`src/rtl/sbqm_pkg.sv`:
```
// Shared types and helpers for the bank queue manager.
// Latency: n/a (declarations only).
// Backpressure: n/a.
package sbqm_pkg;

    typedef enum logic [1:0] {
        IDLE = 2'd0,
        LOAD = 2'd1,
        DIV  = 2'd2,
        DONE = 2'd3
    } sbqm_state_t;

    // Default wait-time width and its saturation value ("closed" / overflow).
    localparam int WW_DEF = 5;
    localparam int WMAX   = (1 << WW_DEF) - 1;

    // Clamp the teller console value to the number of tellers that exist.
    function automatic int clamp_t(input int t, input int max_t);
        return (t > max_t) ? max_t : t;
    endfunction

endpackage

```
`src/rtl/sbqm_divider.sv`:
```
// Restoring unsigned divider, one quotient bit per cycle.
// Latency: W cycles after the start cycle; done is high during the last step.
// Backpressure: none; start is ignored while busy, abort cancels immediately.
module seq_divider #(
    parameter int W  = 4,
    parameter int DW = 2
) (
    input  logic          clk,
    input  logic          rst,
    input  logic          start,
    input  logic          abort,
    input  logic [W-1:0]  dividend,
    input  logic [DW-1:0] divisor,
    output logic          busy,
    output logic          done,
    output logic [W-1:0]  quotient
);
    localparam int CNTW = $clog2(W + 1);

    // The dividend register shifts out its top bit each step and collects
    // quotient bits at the bottom, so it ends up holding the quotient.
    logic [W-1:0]    dvd_q;
    logic [DW-1:0]   dsr_q;
    logic [DW-1:0]   rem_q;
    logic [CNTW-1:0] cnt_q;
    logic [DW:0]     rem_sh;
    logic [DW-1:0]   rem_nxt;
    logic            qbit;

    // One restoring step: shift in the next dividend bit, subtract if it fits.
    always_comb begin
        rem_sh  = {rem_q, dvd_q[W-1]};
        qbit    = (rem_sh >= {1'b0, dsr_q});
        rem_nxt = qbit ? DW'(rem_sh - {1'b0, dsr_q}) : DW'(rem_sh);
    end

    assign done     = busy && (cnt_q == CNTW'(1));
    assign quotient = dvd_q;

    // Step sequencer: load on start, W steps, abort wins over everything.
    always_ff @(posedge clk or posedge rst) begin
        if (rst) begin
            dvd_q <= '0;
            dsr_q <= '0;
            rem_q <= '0;
            cnt_q <= '0;
            busy  <= 1'b0;
        end else if (abort) begin
            cnt_q <= '0;
            busy  <= 1'b0;
        end else if (start && !busy) begin
            dvd_q <= dividend;
            dsr_q <= divisor;
            rem_q <= '0;
            cnt_q <= CNTW'(W);
            busy  <= 1'b1;
        end else if (busy) begin
            dvd_q <= {dvd_q[W-2:0], qbit};
            rem_q <= rem_nxt;
            cnt_q <= cnt_q - CNTW'(1);
            if (cnt_q == CNTW'(1)) busy <= 1'b0;
        end
    end

endmodule

```
`src/rtl/sbqm_pipelined.sv`:
```
// Bank queue manager: counts customers from sensor edges, computes wait time.
// Latency: sensor rise to pcount 2 cycles; pcount/teller change to wvalid <= CW+4.
// Backpressure: none; wvalid drops while a new wait time is being computed.
module sbqm_pipelined
    import sbqm_pkg::*;
#(
    parameter int MAX_Q     = 7,
    parameter int MAX_T     = 3,
    parameter int SERVICE_T = 3,
    parameter int CW        = $clog2(MAX_Q + 1),
    parameter int TW        = $clog2(MAX_T + 1),
    parameter int WW        = WW_DEF
) (
    input  logic          clk,
    input  logic          Reset,
    input  logic          up_count,
    input  logic          down_count,
    input  logic [TW-1:0] tcount,
    output logic          empty_flag,
    output logic          full_flag,
    output logic [CW-1:0] pcount,
    output logic [WW-1:0] wcount,
    output logic          wvalid,
    output logic          err_flag
);
    localparam int NW   = CW + 1;
    localparam int WSAT = (WW == WW_DEF) ? WMAX : ((1 << WW) - 1);

    logic          up_q, up_prev, dn_q, dn_prev;
    logic          up_ev, dn_ev;
    logic [CW-1:0] pcount_nxt;
    logic          err_nxt;
    logic [TW-1:0] t_cl, t_key;

    sbqm_state_t   state;
    logic [CW-1:0] last_p, work_p;
    logic [TW-1:0] last_t, work_t;
    logic          spec_vld;
    logic [WW-1:0] spec_val;
    logic          snap_chg, work_chg;

    logic          div_start, div_abort, div_busy, div_done;
    logic [NW-1:0] n_calc, div_quo;
    int            prod;
    logic [WW-1:0] w_calc;

    assign up_ev = up_q && !up_prev;
    assign dn_ev = dn_q && !dn_prev;

    // With an empty queue the teller count is irrelevant, so it is keyed as 0
    // to avoid recomputing a wait time that is 0 either way.
    assign t_cl     = TW'(clamp_t(int'(tcount), MAX_T));
    assign t_key    = (pcount == '0) ? '0 : t_cl;
    assign snap_chg = (pcount != last_p) || (t_key != last_t);
    assign work_chg = (pcount != work_p) || (t_key != work_t);

    // Sensor sampling: one register stage plus the previous sample for edges.
    always_ff @(posedge clk or posedge Reset) begin
        if (Reset) begin
            up_q    <= 1'b0;
            up_prev <= 1'b0;
            dn_q    <= 1'b0;
            dn_prev <= 1'b0;
        end else begin
            up_q    <= up_count;
            up_prev <= up_q;
            dn_q    <= down_count;
            dn_prev <= dn_q;
        end
    end

    // Next customer count and error; simultaneous arrival/departure cancel out.
    always_comb begin
        pcount_nxt = pcount;
        err_nxt    = err_flag;
        if (up_ev && !dn_ev) begin
            if (pcount == CW'(MAX_Q)) err_nxt = 1'b1;
            else                      pcount_nxt = pcount + CW'(1);
        end else if (dn_ev && !up_ev) begin
            if (pcount == '0) err_nxt = 1'b1;
            else              pcount_nxt = pcount - CW'(1);
        end
    end

    // Counter and flags, flags derived from the next count so they never lag.
    always_ff @(posedge clk or posedge Reset) begin
        if (Reset) begin
            pcount     <= '0;
            empty_flag <= 1'b1;
            full_flag  <= 1'b0;
            err_flag   <= 1'b0;
        end else begin
            pcount     <= pcount_nxt;
            empty_flag <= (pcount_nxt == '0);
            full_flag  <= (pcount_nxt == CW'(MAX_Q));
            err_flag   <= err_nxt;
        end
    end

    // ceil(p/t) is computed as floor((p + t - 1) / t).
    assign n_calc    = NW'(int'(pcount) + int'(t_cl) - 1);
    assign div_start = (state == LOAD) && (pcount != '0) && (t_cl != '0);
    assign div_abort = (state == DIV) && work_chg;

    seq_divider #(
        .W  (NW),
        .DW (TW)
    ) u_div (
        .clk      (clk),
        .rst      (Reset),
        .start    (div_start),
        .abort    (div_abort),
        .dividend (n_calc),
        .divisor  (t_cl),
        .busy     (div_busy),
        .done     (div_done),
        .quotient (div_quo)
    );

    // Scale the quotient by service time and saturate to the output width.
    always_comb begin
        prod   = int'(div_quo) * SERVICE_T;
        w_calc = (prod > WSAT) ? WW'(WSAT) : WW'(prod);
    end

    // Wait-time sequencer: snapshot compare, divide, publish; restarts on change.
    always_ff @(posedge clk or posedge Reset) begin
        if (Reset) begin
            state    <= IDLE;
            last_p   <= '0;
            last_t   <= '0;
            work_p   <= '0;
            work_t   <= '0;
            spec_vld <= 1'b0;
            spec_val <= '0;
            wcount   <= '0;
            wvalid   <= 1'b1;
        end else begin
            case (state)
                IDLE: begin
                    if (snap_chg) begin
                        state  <= LOAD;
                        wvalid <= 1'b0;
                    end
                end
                LOAD: begin
                    work_p <= pcount;
                    work_t <= t_key;
                    if (pcount == '0) begin
                        spec_vld <= 1'b1;
                        spec_val <= '0;
                        state    <= DONE;
                    end else if (t_cl == '0) begin
                        spec_vld <= 1'b1;
                        spec_val <= WW'(WSAT);
                        state    <= DONE;
                    end else begin
                        spec_vld <= 1'b0;
                        state    <= DIV;
                    end
                end
                DIV: begin
                    if (work_chg || (!div_busy && !div_done)) state <= LOAD;
                    else if (div_done)                        state <= DONE;
                end
                DONE: begin
                    wcount <= spec_vld ? spec_val : w_calc;
                    last_p <= work_p;
                    last_t <= work_t;
                    // A change landing on this very cycle must not be flagged valid.
                    if (work_chg) begin
                        state <= LOAD;
                    end else begin
                        state  <= IDLE;
                        wvalid <= 1'b1;
                    end
                end
                default: state <= IDLE;
            endcase
        end
    end

endmodule

```
`config.mk`:
```
export PLATFORM = sky130hd
export DESIGN_NAME = sbqm_pipelined
export DESIGN_NICKNAME = d
export VERILOG_FILES = /design/src/rtl/sbqm_pkg.sv /design/src/rtl/sbqm_divider.sv /design/src/rtl/sbqm_pipelined.sv
export SDC_FILE = /design/constraint.sdc
export NUM_CORES = 1
export LEC_CHECK = 0
export ABC_AREA = 1
export CAP_MARGIN = 20
export CORE_UTILIZATION = 55
export CTS_CLUSTER_SIZE = 14
export DETAILED_ROUTE_END_ITERATION = 8
export DONT_BUFFER_PORTS = 1
export PLACE_DENSITY = 0.8
export SYNTH_ARGS = -nofsm -noshare
export SYNTH_HDL_FRONTEND = slang
export SYNTH_SLANG_ARGS = --single-unit
export TNS_END_PERCENT = 10
```
`constraint.sdc`:
```
create_clock -name clk -period 2.6 [get_ports clk]
set_clock_uncertainty 0.05 [all_clocks]
set_input_delay 0.52 -clock clk [delete_from_list [all_inputs] [get_ports clk]]
set_output_delay 0.52 -clock clk [all_outputs]
set_load 0.02 [all_outputs]
```
Yosys cells after proc, flatten, opt, wreduce, memory -nomap -nowiden
Cells that the tools add are included.

word-level totals
  register bits = 46
  output and inout bits = 12
  logic and storage cells = 120

cells by class
  $add $sub $neg = 6
  $mul = 1
  magnitude comparators = 2
  equality and inequality tests = 14
  muxes and demuxes = 37
  bitwise operators = 1
  reduce and logical (&&, ||, !) cells = 37

operators with widths
  kind                 count
  $mux 3               7
  $mux 5               4
  $mux 1               15
  $mux 2               7
  $reduce_bool 2->1    6
  $logic_and 1x1->1    10
  $mux 4               2
  $pmux 2 s4           1
  $reduce_and 2->1     4
  $eq 3x3->1 const B   2
  $gt 6x5->1 const B   1
  $logic_not 1->1      6
  $logic_not 3->1      2
  $mul 4x2->6 const B  1
  $ne 3x3->1           2
  $reduce_and 3->1     2
  $reduce_bool 3->1    2
  $sub 3x1->3 const B  2
  $add 3x2->4          1
  $eq 2x2->1 const B   2
  $logic_not 2->1      2
  $ne 2x2->1           2
  $ne 2x2->1 const B   2
  $sub 4x1->4 const B  1
  other kinds (10)     12

Longest topological paths before layout
Gate-level depths: netlist of run 1.

  word-level depth = 7
  depth in mapped cells = 11

Hierarchy
From an unflattened synthesis of run 1, not the netlist that was laid out.

second synthesis, totals
  cells, all modules = 292
  area, all modules = 2,413.6 sq um

by module, submodules not included
  module          times used  cells each  area an instance (sq um)  seq. area each (sq um)
  sbqm_pipelined  1           208         1,754.2                   753.2
  seq_divider     1           84          659.4                     300.3

Worst setup path after synthesis of run 1
OpenSTA, ideal clock, no wires.

  path kind = register to register
  from = reg pcount[1]
  to = reg u_div.dvd_q[3], in the netlist u_div.quotient[3]
  setup time = 0.117 ns
  arrival time = 1.921 ns
  data required time = 2.433 ns
  slack = 0.512 ns
  stages on the path, launching flop included = 11
  buffers on the path = 0
  clock period less this slack = 2.088 ns
  path through = dfrtp_1 inv_1 ha_1 inv_1 ha_1 fa_1 xnor2_1 nand4_1 nand2_1 nand3_1 nand2_1

on the way
  word-level cells in the longest chain between the ends = 7
  elaborated cells on any way between the ends = 16
  classes of those cells = add/sub: 2; eq/ne: 2; mux: 2; bitwise: 1; reduce/logical: 9

ends and longest elaborated chain
  item                                                 line                  source
  start, declared                                      sbqm_pipelined.sv:21  output logic [CW-1:0] pcount,
  start signal, assigned                               sbqm_pipelined.sv:93  pcount <= pcount_nxt;
  branches (longest 7 deep; another with $add 3x2->4)  -
  end signal, assigned                                 sbqm_divider.sv:52    dvd_q <= dividend;
  end signal, assigned                                 sbqm_divider.sv:58    dvd_q <= {dvd_q[W-2:0], qbit};
  end, declared                                        sbqm_divider.sv:22    logic [W-1:0] dvd_q;

Parallel ways; which one is timed is not known.
A chain may end at the register's enable or synchronous reset.

Final worst setup path of run 1
  from = reg pcount[0]
  to = reg u_div.dvd_q[3], in the netlist u_div.quotient[3]

The elaborated chain is that of the path after synthesis.

==> results.txt, run 1 <==
----------------------------------------------------
[Timing]
  Setup repair after global routing missed its margin ... false
  Final number of hold-violating endpoints ... 0
  Least-Margin Pin Slew ... 0.6585 ns
  Share of the clock period used by the worst path ... 78.14%
  Clock period minus worst slack ... 2.032 ns
  Number of slew-limit violations in the final report ... 0
  Total negative slack ... 0 ns
  Post-route setup slack ... 0.5683 ns
  Relative slew slack ... 56.10%
  Highest attainable clock frequency ... 492.2 MHz
  Setup-violating endpoint count in the final report ... 0

[Global routing]
  Pin count of the biggest net entering global routing ... 43
  First-pass GRT wire length ... 7969 um
  Gr usage total ... 20.59%
  Antenna violations before repair ... 0
  Overflow left after global routing ... 0
  Vias in the first global route ... 1752

[Route]
  Wire per inst ... 12.02 um
  Total length of routed wires ... 4362 um
  Initial drt markers ... 82
  Via count ... 1863
  # DRC ... 0
  Count of antenna-violating nets left after detailed routing ... 0
  First-pass detailed-route iteration total ... 4
  Via density ... 5.132

[Pwr]
  Leakage power total ... 0.001397 uW
  Power Dens Cells ... 1315 nW/um2
  VDD IR-drop max ... 0.0007358 V

[Setup path]
  Worst flop-to-flop path endpoint ... u_div.quotient[3]$_DFFE_PP0P_
  Worst r2r path cells ... 10
  Type of the setup path with the least slack ... flop to flop
  Maximum fanout count along the critical path ... 6
  CP Data Arrival Time ... 2.17 ns
  Nature of the critical path startpoint ... flop
  Endpoint class of the critical path ... flop
  Required time reported for the critical path endpoint ... 2.73 ns
  Startpoint of the lowest-slack register-to-register path ... pcount[0]$_DFF_PP0_
  Worst reg2reg setup slack ... 0.57 ns

[Floorplan]
  X dimension of the die ... 69.47 um
  Die height ... 69.47 um
  Core footprint ... 4354 um2
  Number of placed I/O pins ... 18
  Die area ... 4826 um2
  Number of rows in the core area ... 24
  Starting density of the core ... 57.50%

[CTS]
  Cts bufs inserted ... 5
  Skew-Pair Late Insertion Delay ... 0.29 ns
  TritonCTS clock tree ... built
  # hold bufs at CTS ... 0
  Post-cts sizing count ... 0
  Largest buffer count on any clock path ... 2
  Number of setup buffers added after CTS ... 0
  Clock edge transition at the registers on the reported setup and hold paths ... 0.08 ns
  Cell at the root of the clock tree ... sky130_fd_sc_hd__clkbuf_8
  Total clock sinks ... 42
  H-Tree Depth ... 2

[Placement]
  Post-detailed-placement half-perimeter wirelength ... 3309 um
  Number of I/O port buffers ... 0
  Worst Setup Slack post-DPL ... 0.5616 ns
  Placed instance area ... 2564 um2
  Last weighted congestion value of the routability-driven placer ... 0.8266

[Synth]
  Synthesized cell area ... 2504 um2
  Post-synthesis cell count ... 304
  Commonest register cell after synthesis ... sky130_fd_sc_hd__dfrtp_1
  Yosys warning count ... 0
  Mean instance size in the synthesized netlist ... 8.236 um2
  Number of storage elements in the synthesis netlist ... 42
  EDFF count, synth ... 0
  Distinct cells, synth ... 33
  Part of the Yosys area used for sequential elements ... 42.08%
  Nets in the synthesized netlist ... 329
  Synth async-reset ratio ... 100.0%

[Run status]
  Outcome ... finished clean

[Layout]
  Growth of design area from synthesis to finish ... 6.796%
  Share of final-layout standard cells stronger than drive strength 1 ... 10.93%
  Finished Cell Area ... 2674 um2
  Multi-input combinational cell area ... 1246 um2
  Number of diodes added for antenna fixing ... 0
  Total Nets Final ... 335
  Filler cells ... 370
  Sequential cell area in the final layout ... 1054 um2

[Job]
  Max-cap check violation count ... 0

[Hold path]
  Worst Hold Class ... primary input to asynchronous set/reset pin

----------------------------------------------------
cell families after synthesis:
family	share of synthesized area [%]
compound gates	8.796
xor+xnor	2.749
buf+inv	8.145
simple gates	28.14
fa+ha+maj	10.09
flops	42.08
sequential cells by signal (all words and copies together) (netlist names), 2 cells and up:
register / cells
last_p: 3
last_t: 2
pcount: 3
state: 2
u_div.cnt_q: 3
u_div.dsr_q: 2
u_div.quotient: 4
u_div.rem_q: 2
wcount: 5
work_p: 3
work_t: 2
cell usage after synthesis, types with 2 or more instances:
master,number,area [um2]
sky130_fd_sc_hd__nand2_1,81,304.0
sky130_fd_sc_hd__inv_1,42,157.7
sky130_fd_sc_hd__dfrtp_1,40,1001
sky130_fd_sc_hd__nor2_1,24,90.09
sky130_fd_sc_hd__o21ai_0,21,105.1
sky130_fd_sc_hd__ha_1,17,212.7
sky130_fd_sc_hd__nand3_1,17,85.08
sky130_fd_sc_hd__a21oi_1,10,50.05
sky130_fd_sc_hd__nand2_4,7,78.83
sky130_fd_sc_hd__nand4_1,6,37.54
sky130_fd_sc_hd__nand2_2,4,25.02
sky130_fd_sc_hd__inv_2,3,11.26
sky130_fd_sc_hd__o21bai_1,3,22.52
sky130_fd_sc_hd__xnor2_1,3,26.28
sky130_fd_sc_hd__xor2_1,3,26.28
sky130_fd_sc_hd__a31oi_1,2,12.51
sky130_fd_sc_hd__dfstp_2,2,52.55
sky130_fd_sc_hd__fa_1,2,40.04
sky130_fd_sc_hd__nor2_4,2,22.52
sky130_fd_sc_hd__o211ai_1,2,15.01
metal layers:
metal,vias up,track usage (%),wire (um)
met4,0,5.442,43
met3,5,4.506,131
li1,976,-,-
met5,-,0,0
met2,24,34.09,2132
met1,858,27.40,2055
worst max-delay path, cell delays in order (launching register included):
cell	delay, ns
sky130_fd_sc_hd__dfrtp_1	0.51
sky130_fd_sc_hd__inv_2	0.18
sky130_fd_sc_hd__ha_1	0.16
sky130_fd_sc_hd__inv_1	0.04
sky130_fd_sc_hd__ha_1	0.18
sky130_fd_sc_hd__fa_1	0.37
sky130_fd_sc_hd__xnor2_1	0.13
sky130_fd_sc_hd__nand4_1	0.11
sky130_fd_sc_hd__nand2_1	0.06
sky130_fd_sc_hd__nand3_1	0.08
sky130_fd_sc_hd__nand2_1	0.06
power breakdown:
group | switching (uW) | leakage [uW] | internal, uW
Sequential | 357 | 0.000499 | 948
Clock | 221 | 0.0000514 | 286
Combinational | 1040 | 0.000846 | 661
Total | 1620 | 0.00140 | 1900
cell usage in the layout (no fill, tap or decap), types with 5 or more instances in the layout:
cell type / count
sky130_fd_sc_hd__dfrtp_1: 40
sky130_fd_sc_hd__ha_1: 17
sky130_fd_sc_hd__clkbuf_8: 5
sky130_fd_sc_hd__nand2_1: 81
sky130_fd_sc_hd__nor2_1: 24
sky130_fd_sc_hd__a21oi_1: 10
sky130_fd_sc_hd__nand4_1: 6
sky130_fd_sc_hd__inv_1: 42
sky130_fd_sc_hd__nand2_4: 7
sky130_fd_sc_hd__o21ai_0: 21
sky130_fd_sc_hd__nand3_1: 17
through the flow:
stage                     std cells  util [%]  hold WS (ns)  power, uW
after CTS                       363     61.41        0.1895       3548
after global placement          355     58.88        0.3082       2959
final                           363     61.41        0.1931       3515
after detailed placement        355     58.88        0.3124       3025
after global routing            363     61.41        0.1823       3891
after floorplan                 304         -        0.3037       2689
how the worst max path moves through the flow:
stage / start / endpoint / slack, ns / cells past startpoint
3_3_place_gp: tcount[1] / u_div.quotient[3]$_DFFE_PP0P_ / 0.60 / 10
5_1_grt: pcount[0]$_DFF_PP0_ / u_div.quotient[3]$_DFFE_PP0P_ / 0.39 / 10
4_1_cts: pcount[0]$_DFF_PP0_ / u_div.quotient[3]$_DFFE_PP0P_ / 0.55 / 10
6_report: pcount[0]$_DFF_PP0_ / u_div.quotient[3]$_DFFE_PP0P_ / 0.57 / 10
3_5_place_dp: tcount[1] / u_div.quotient[3]$_DFFE_PP0P_ / 0.56 / 10
2_1_floorplan: pcount[1]$_DFF_PP0_ / u_div.quotient[3]$_DFFE_PP0P_ / 0.51 / 10
area by class of cell:
cell class	count	share of cell area, %
clock buffers	6	2.714
clock inverters	2	1.404
well taps	52	2.433
flip-flops and latches	42	39.40
inverters	47	6.879
multi-input cells	212	46.61
repair buffers	2	0.5615
(Power assumes the default switching activity.)
==> run 2: changes to the inputs <==
--- a/config.mk
+++ b/config.mk
@@ -11,7 +11,7 @@
 export CTS_CLUSTER_SIZE = 14
 export DETAILED_ROUTE_END_ITERATION = 8
 export DONT_BUFFER_PORTS = 1
-export PLACE_DENSITY = 0.8
+export PLACE_DENSITY = 0.83
 export SYNTH_ARGS = -nofsm -noshare
 export SYNTH_HDL_FRONTEND = slang
 export SYNTH_SLANG_ARGS = --single-unit
==> constraint.sdc (replaced) <==
create_clock -name clk -period 1.75 [get_ports clk]
set_clock_uncertainty 0.05 [all_clocks]
set_input_delay 0.35 -clock clk [delete_from_list [all_inputs] [get_ports clk]]
set_output_delay 0.35 -clock clk [all_outputs]
set_load 0.02 [all_outputs]
==> results.txt, run 2 (synthesis gave the netlist of run 1 again) <==
----------------------------------------------------
[CTS]
  H-Tree Depth ... 2
  Total clock sinks ... 42
  Largest buffer count on any clock path ... 2
  TritonCTS clock tree ... built
  Number of setup buffers added after CTS ... 0
  Cts bufs inserted ... 5
  Clock edge transition at the registers on the reported setup and hold paths ... 0.08 ns
  Cell at the root of the clock tree ... sky130_fd_sc_hd__clkbuf_8
  Skew-Pair Late Insertion Delay ... 0.30 ns

[Setup path]
  Maximum fanout count along the critical path ... 5
  Required time reported for the critical path endpoint ... 1.95 ns
  CP Data Arrival Time ... 1.98 ns
  Type of the setup path with the least slack ... flop to flop
  Worst reg2reg setup slack ... -0.03 ns
  Endpoint class of the critical path ... flop
  Nature of the critical path startpoint ... flop

[Global routing]
  First-pass GRT wire length ... 8349 um
  Vias in the first global route ... 1973
  Overflow left after global routing ... 0
  Antenna violations before repair ... 0
  Gr usage total ... 21.65%
  Pin count of the biggest net entering global routing ... 43

[Layout]
  Total Nets Final ... 346
  Largest reg by FF count ... wcount
  Sequential cell area in the final layout ... 1056 um2
  Multi-input combinational cell area ... 1280 um2
  Growth of design area from synthesis to finish ... 11.64%
  Finished Cell Area ... 2795 um2
  Most frequent standard cell in the layout excluding fill and tap cells ... sky130_fd_sc_hd__nand2_1
  Filler cells ... 344
  Number of diodes added for antenna fixing ... 0
  Most frequent cells in the layout ... sky130_fd_sc_hd__nand2_1 (81), sky130_fd_sc_hd__inv_1 (40), sky130_fd_sc_hd__dfrtp_1 (38), sky130_fd_sc_hd__nor2_1 (24), sky130_fd_sc_hd__o21ai_0 (20)
  Flip-flop count of the largest register after layout ... 5
  Share of final-layout standard cells stronger than drive strength 1 ... 16.77%

[Timing]
  Highest attainable clock frequency ... 562.6 MHz
  Share of the clock period used by the worst path ... 101.6%
  Least-Margin Pin Slew ... 0.5218 ns
  Relative slew slack ... 65.21%
  Number of slew-limit violations in the final report ... 0
  Post-route setup slack ... -0.02757 ns
  Final number of hold-violating endpoints ... 0
  Clock period minus worst slack ... 1.778 ns
  Setup-violating endpoint count in the final report ... 2
  Setup repair after global routing missed its margin ... true

[Placement]
  Number of I/O port buffers ... 0
  Post-detailed-placement half-perimeter wirelength ... 3494 um
  Last weighted congestion value of the routability-driven placer ... 0.8473
  Worst Setup Slack post-DPL ... -0.03306 ns
  Placed instance area ... 2669 um2

[Route]
  Count of antenna-violating nets left after detailed routing ... 0
  First-pass detailed-route iteration total ... 4
  Via count ... 1958
  # DRC ... 0
  Wire per inst ... 12.72 um
  Total length of routed wires ... 4759 um
  Initial drt markers ... 116
  Via density ... 5.235

[Floorplan]
  Die height ... 69.47 um
  Die area ... 4826 um2
  Starting density of the core ... 57.50%
  X dimension of the die ... 69.47 um
  Number of rows in the core area ... 24
  Number of placed I/O pins ... 18
  Core footprint ... 4354 um2

[Pwr]
  VDD IR-drop max ... 0.001045 V
  Power Dens Cells ... 1981 nW/um2
  Leakage power total ... 0.001444 uW

[Run status]
  Violated checks ... setup timing
  Outcome ... finished, violations left

[Hold path]
  Worst Hold Class ... primary input to asynchronous set/reset pin

[Job]
  Max-cap check violation count ... 0

----------------------------------------------------
[run 2: cell count changes in the layout (fill, tap and decap cells not counted), moves of 2 or more]
cell / before / now
sky130_fd_sc_hd__dfrtp_2: 0 / 2
sky130_fd_sc_hd__ha_1: 17 / 15
sky130_fd_sc_hd__fa_1: 2 / 0
sky130_fd_sc_hd__inv_1: 42 / 40
sky130_fd_sc_hd__fa_2: 0 / 2
sky130_fd_sc_hd__dfrtp_1: 40 / 38
sky130_fd_sc_hd__ha_4: 0 / 2
sky130_fd_sc_hd__buf_4: 2 / 13
[run 2: final cells by class]
| class | instances | area share [%] |
|---|---|---|
| well taps | 52 | 2.328 |
| repair buffers | 13 | 3.491 |
| clock buffers | 6 | 2.596 |
| multi-input cells | 212 | 45.79 |
| clock inverters | 2 | 1.343 |
| flip-flops and latches | 42 | 37.78 |
| inverters | 47 | 6.670 |
[run 2: layer usage]
metal,GRT usage (%),wire [um],vias up
met4,8.163,98,0
met5,0,0,-
met2,37.86,2290,54
met1,26.35,2128,897
met3,4.215,240,10
li1,-,-,997
[run 2: power breakdown]
group | total, uW | leakage, uW | switching (uW) | internal (uW)
Combinational | 2910 | 0.000896 | 1740 | 1170
Sequential | 1850 | 0.000497 | 440 | 1410
Clock | 776 | 0.0000514 | 350 | 426
[run 2: worst paths after layout]
kind                                                 end                 from  depth (start not counted)
max                        u_div.quotient[3]$_DFFE_PP0P_  pcount[1]$_DFF_PP0_                         10
min                           u_div.cnt_q[0]$_DFFE_PP0P_                Reset                          2
max reg2reg                u_div.quotient[3]$_DFFE_PP0P_  pcount[1]$_DFF_PP0_                         10
min reg2reg                            dn_prev$_DFF_PP0_       dn_q$_DFF_PP0_                          0
max in group asynchronous            pcount[1]$_DFF_PP0_                Reset                          2
min in group clk                          dn_q$_DFF_PP0_           down_count                          0
[run 2: worst max-delay path: stages (launching register included)]
cell and delay (ns):
sky130_fd_sc_hd__dfrtp_2 0.39, sky130_fd_sc_hd__inv_4 0.05, sky130_fd_sc_hd__ha_4 0.25, sky130_fd_sc_hd__inv_2 0.04, sky130_fd_sc_hd__ha_4 0.15, sky130_fd_sc_hd__fa_2 0.33
sky130_fd_sc_hd__xnor2_1 0.14, sky130_fd_sc_hd__nand4_1 0.10, sky130_fd_sc_hd__nand2_1 0.08, sky130_fd_sc_hd__nand3_1 0.08, sky130_fd_sc_hd__nand2_1 0.07
[run 2: stage by stage]
stage | setup TNS, ns | instances | util, % | hold WS, ns | total power [uW]
2_1_floorplan | -0.1913 | 304 | - | 0.3037 | 4026
3_3_place_gp | 0 | 366 | 61.29 | 0.3080 | 4586
3_5_place_dp | -0.04143 | 366 | 61.29 | 0.3105 | 4709
4_1_cts | -0.04961 | 374 | 64.05 | 0.01508 | 5520
5_1_grt | -0.6030 | 374 | 64.20 | 0.001465 | 6027
6_report | -0.03948 | 374 | 64.20 | 0.001379 | 5537
[run 2: what timing repair did]
| action | CTS | global route |
|---|---|---|
| pin swaps | 0 | 2 |
| gates cloned | 0 | 0 |
| endpoints found under the setup margin | 2 | 16 |
| hold buffers | 0 | 0 |
| gates resized for setup | 2 | 3 |
==> run 3: changes to the inputs <==
--- a/config.mk
+++ b/config.mk
@@ -5,7 +5,6 @@
 export SDC_FILE = /design/constraint.sdc
 export NUM_CORES = 1
 export LEC_CHECK = 0
-export ABC_AREA = 1
 export CAP_MARGIN = 20
 export CORE_UTILIZATION = 55
 export CTS_CLUSTER_SIZE = 14
==> results.txt, run 3 <==
----------------------------------------------------
[Route]
  Total length of routed wires ... 4594 um
  # DRC ... 0
  Via count ... 1690
  Count of antenna-violating nets left after detailed routing ... 0
  Initial drt markers ... 80
  Via density ... 5.505
  Wire per inst ... 14.96 um
  First-pass detailed-route iteration total ... 4

[Placement]
  Last weighted congestion value of the routability-driven placer ... 0.8754
  Instance count after placement with tap cells included ... 297
  Number of I/O port buffers ... 0
  Post-detailed-placement half-perimeter wirelength ... 3316 um

[Floorplan]
  Core footprint ... 4029 um2
  Die height ... 66.82 um
  Number of placed I/O pins ... 18
  Number of rows in the core area ... 23
  X dimension of the die ... 66.82 um
  Die area ... 4465 um2
  Starting density of the core ... 57.36%

[CTS]
  Skew-Pair Late Insertion Delay ... 0.30 ns
  # hold bufs at CTS ... 0
  Clock edge transition at the registers on the reported setup and hold paths ... 0.08 ns
  Total clock sinks ... 42
  Largest buffer count on any clock path ... 2
  TritonCTS clock tree ... built
  Cts bufs inserted ... 5
  H-Tree Depth ... 2
  Cell at the root of the clock tree ... sky130_fd_sc_hd__clkbuf_8

[Global routing]
  Antenna violations before repair ... 0
  Gr usage total ... 23.51%
  First-pass GRT wire length ... 7741 um
  Overflow left after global routing ... 0
  Vias in the first global route ... 1693
  Pin count of the biggest net entering global routing ... 43

[Job]
  Max-cap check violation count ... 0

[Setup path]
  CP Data Arrival Time ... 2.09 ns
  Worst reg2reg setup slack ... -0.21 ns
  Crit path cell chain ... inv_4, ha_4, inv_2, ha_4, fa_2, xor2_1, nor2_1, a211oi_2, a22oi_1
  Worst path most repeated cell ... sky130_fd_sc_hd__ha_4
  Slowest stage delay, CP ... 0.39 ns
  Endpoint class of the critical path ... flop
  Required time reported for the critical path endpoint ... 1.88 ns
  Type of the setup path with the least slack ... flop to flop
  Buf+Inv Stages, Crit Path ... 2
  Cell with the largest stage delay on the worst path ... sky130_fd_sc_hd__dfrtp_2
  Maximum fanout count along the critical path ... 3
  Top cell family by delay on the critical path ... adder cells
  Nature of the critical path startpoint ... flop

[Timing]
  Share of the clock period used by the worst path ... 112.1%
  Setup-violating endpoint count in the final report ... 5
  Post-route setup slack ... -0.2113 ns
  Final number of hold-violating endpoints ... 0
  Highest attainable clock frequency ... 509.9 MHz
  Total negative slack ... -0.6440 ns
  Clock period minus worst slack ... 1.961 ns
  Least-Margin Pin Slew ... 0.5256 ns
  Relative slew slack ... 64.96%
  Number of slew-limit violations in the final report ... 0
  Setup repair after global routing missed its margin ... true

[Layout]
  Most frequent cells in the layout ... sky130_fd_sc_hd__dfrtp_1 (38), sky130_fd_sc_hd__buf_4 (27), sky130_fd_sc_hd__nand2_1 (24), sky130_fd_sc_hd__o21ai_0 (18), sky130_fd_sc_hd__inv_1 (14)
  Flip-flop count of the largest register after layout ... 5
  Most frequent standard cell in the layout excluding fill and tap cells ... sky130_fd_sc_hd__dfrtp_1
  Total Nets Final ... 281
  Growth of design area from synthesis to finish ... 21.49%
  Filler cells ... 291
  Largest reg by FF count ... wcount
  Number of diodes added for antenna fixing ... 0
  Fin util ... 69.69%
  Count of non-filler cells in the finished layout ... 307
  Share of final-layout standard cells stronger than drive strength 1 ... 29.18%

[Pwr]
  Power Dens Cells ... 2065 nW/um2
  Leakage power total ... 0.001262 uW
  VDD IR-drop max ... 0.001141 V

[Synth]
  Synth async-reset ratio ... 100.0%
  Ranking of synthesized cells by instance count ... sky130_fd_sc_hd__dfrtp_1 (40), sky130_fd_sc_hd__nand2_1 (24), sky130_fd_sc_hd__o21ai_0 (23)
  Number of storage elements in the synthesis netlist ... 42
  Synthesized cell area ... 2311 um2
  Nets in the synthesized netlist ... 248
  Yosys warning count ... 0
  EDFF count, synth ... 0
  Mean instance size in the synthesized netlist ... 10.36 um2
  Post-synthesis cell count ... 223
  Proportion of netlist area held by the largest area contributor ... 43.31%
  Part of the Yosys area used for sequential elements ... 45.59%
  Synth area leader ... sky130_fd_sc_hd__dfrtp_1
  Distinct cells, synth ... 41
  Most common cell in the netlist ... sky130_fd_sc_hd__dfrtp_1
  Commonest register cell after synthesis ... sky130_fd_sc_hd__dfrtp_1
  Cell types with the largest area share after synthesis ... sky130_fd_sc_hd__dfrtp_1 (43%), sky130_fd_sc_hd__ha_1 (9.2%), sky130_fd_sc_hd__o21ai_0 (5.0%)

[Run status]
  Violated checks ... setup timing
  Outcome ... finished, violations left

[Hold path]
  Worst Hold Class ... primary input to asynchronous set/reset pin

----------------------------------------------------
[run 3: timing repair]
action                     4_1_cts  5_1_grt
pin swaps                        6        9
resized for setup               15       22
buffers inserted                 1        1
setup endpoints to repair       17       17
cloned                           0        0
[run 3: area by class of cell]
| cell class | count | area, um2 | area share, % |
|---|---|---|---|
| well taps | 50 | 62.56 | 2.228 |
| inverters | 17 | 71.32 | 2.540 |
| repair buffers | 33 | 270.3 | 9.626 |
| flip-flops and latches | 42 | 1056 | 37.61 |
| multi-input cells | 157 | 1267 | 45.14 |
| clock buffers | 8 | 80.08 | 2.852 |
[run 3: power by group]
| part | internal (uW) | switching, uW |
|---|---|---|
| registers | 1420 | 433 |
| clock network | 284 | 317 |
| logic | 1750 | 1600 |
[run 3: kinds of logic after synthesis]
| group | synth area share (%) |
|---|---|
| and+or+nand+nor | 12.62 |
| AOI/OAI and AO/OA | 13.75 |
| DFF | 45.59 |
| buffers and inverters | 4.548 |
| adders and majority gates | 10.94 |
| muxes | 7.255 |
| xor gates and xnor gates | 5.306 |
[run 3: final timing paths]
kind | startpoint | end | depth (start not counted)
worst max-delay path | pcount[1]$_DFF_PP0_ | u_div.quotient[3]$_DFFE_PP0P_ | 9
worst min-delay path | Reset | wcount[0]$_DFFE_PP0P_ | 2
worst max register to register | pcount[1]$_DFF_PP0_ | u_div.quotient[3]$_DFFE_PP0P_ | 9
worst min register to register | dn_q$_DFF_PP0_ | dn_prev$_DFF_PP0_ | 0
max in group asynchronous | Reset | pcount[0]$_DFF_PP0_ | 2
min in group clk | up_count | up_q$_DFF_PP0_ | 0
[run 3: metrics by stage]
stage	hold slack [ns]	instance area, um2	worst slack (ns)	total power [uW]
floorplan	0.2965	2356	-0.5205	3924
global placement	0.3055	2590	-0.1976	4698
detailed placement	0.3283	2590	-0.2134	4842
CTS	0.02482	2721	-0.1310	5613
global route	0.01798	2808	-0.3167	6291
finish	0.01670	2808	-0.2113	5798
[run 3: per-layer routing]
layer	track usage [%]	part of all wire, %	up-vias
li1	-	-	832
met1	29.01	44	825
met2	40.66	51	27
met3	5.651	3.2	6
met4	6.383	1.1	0
met5	0	0	-
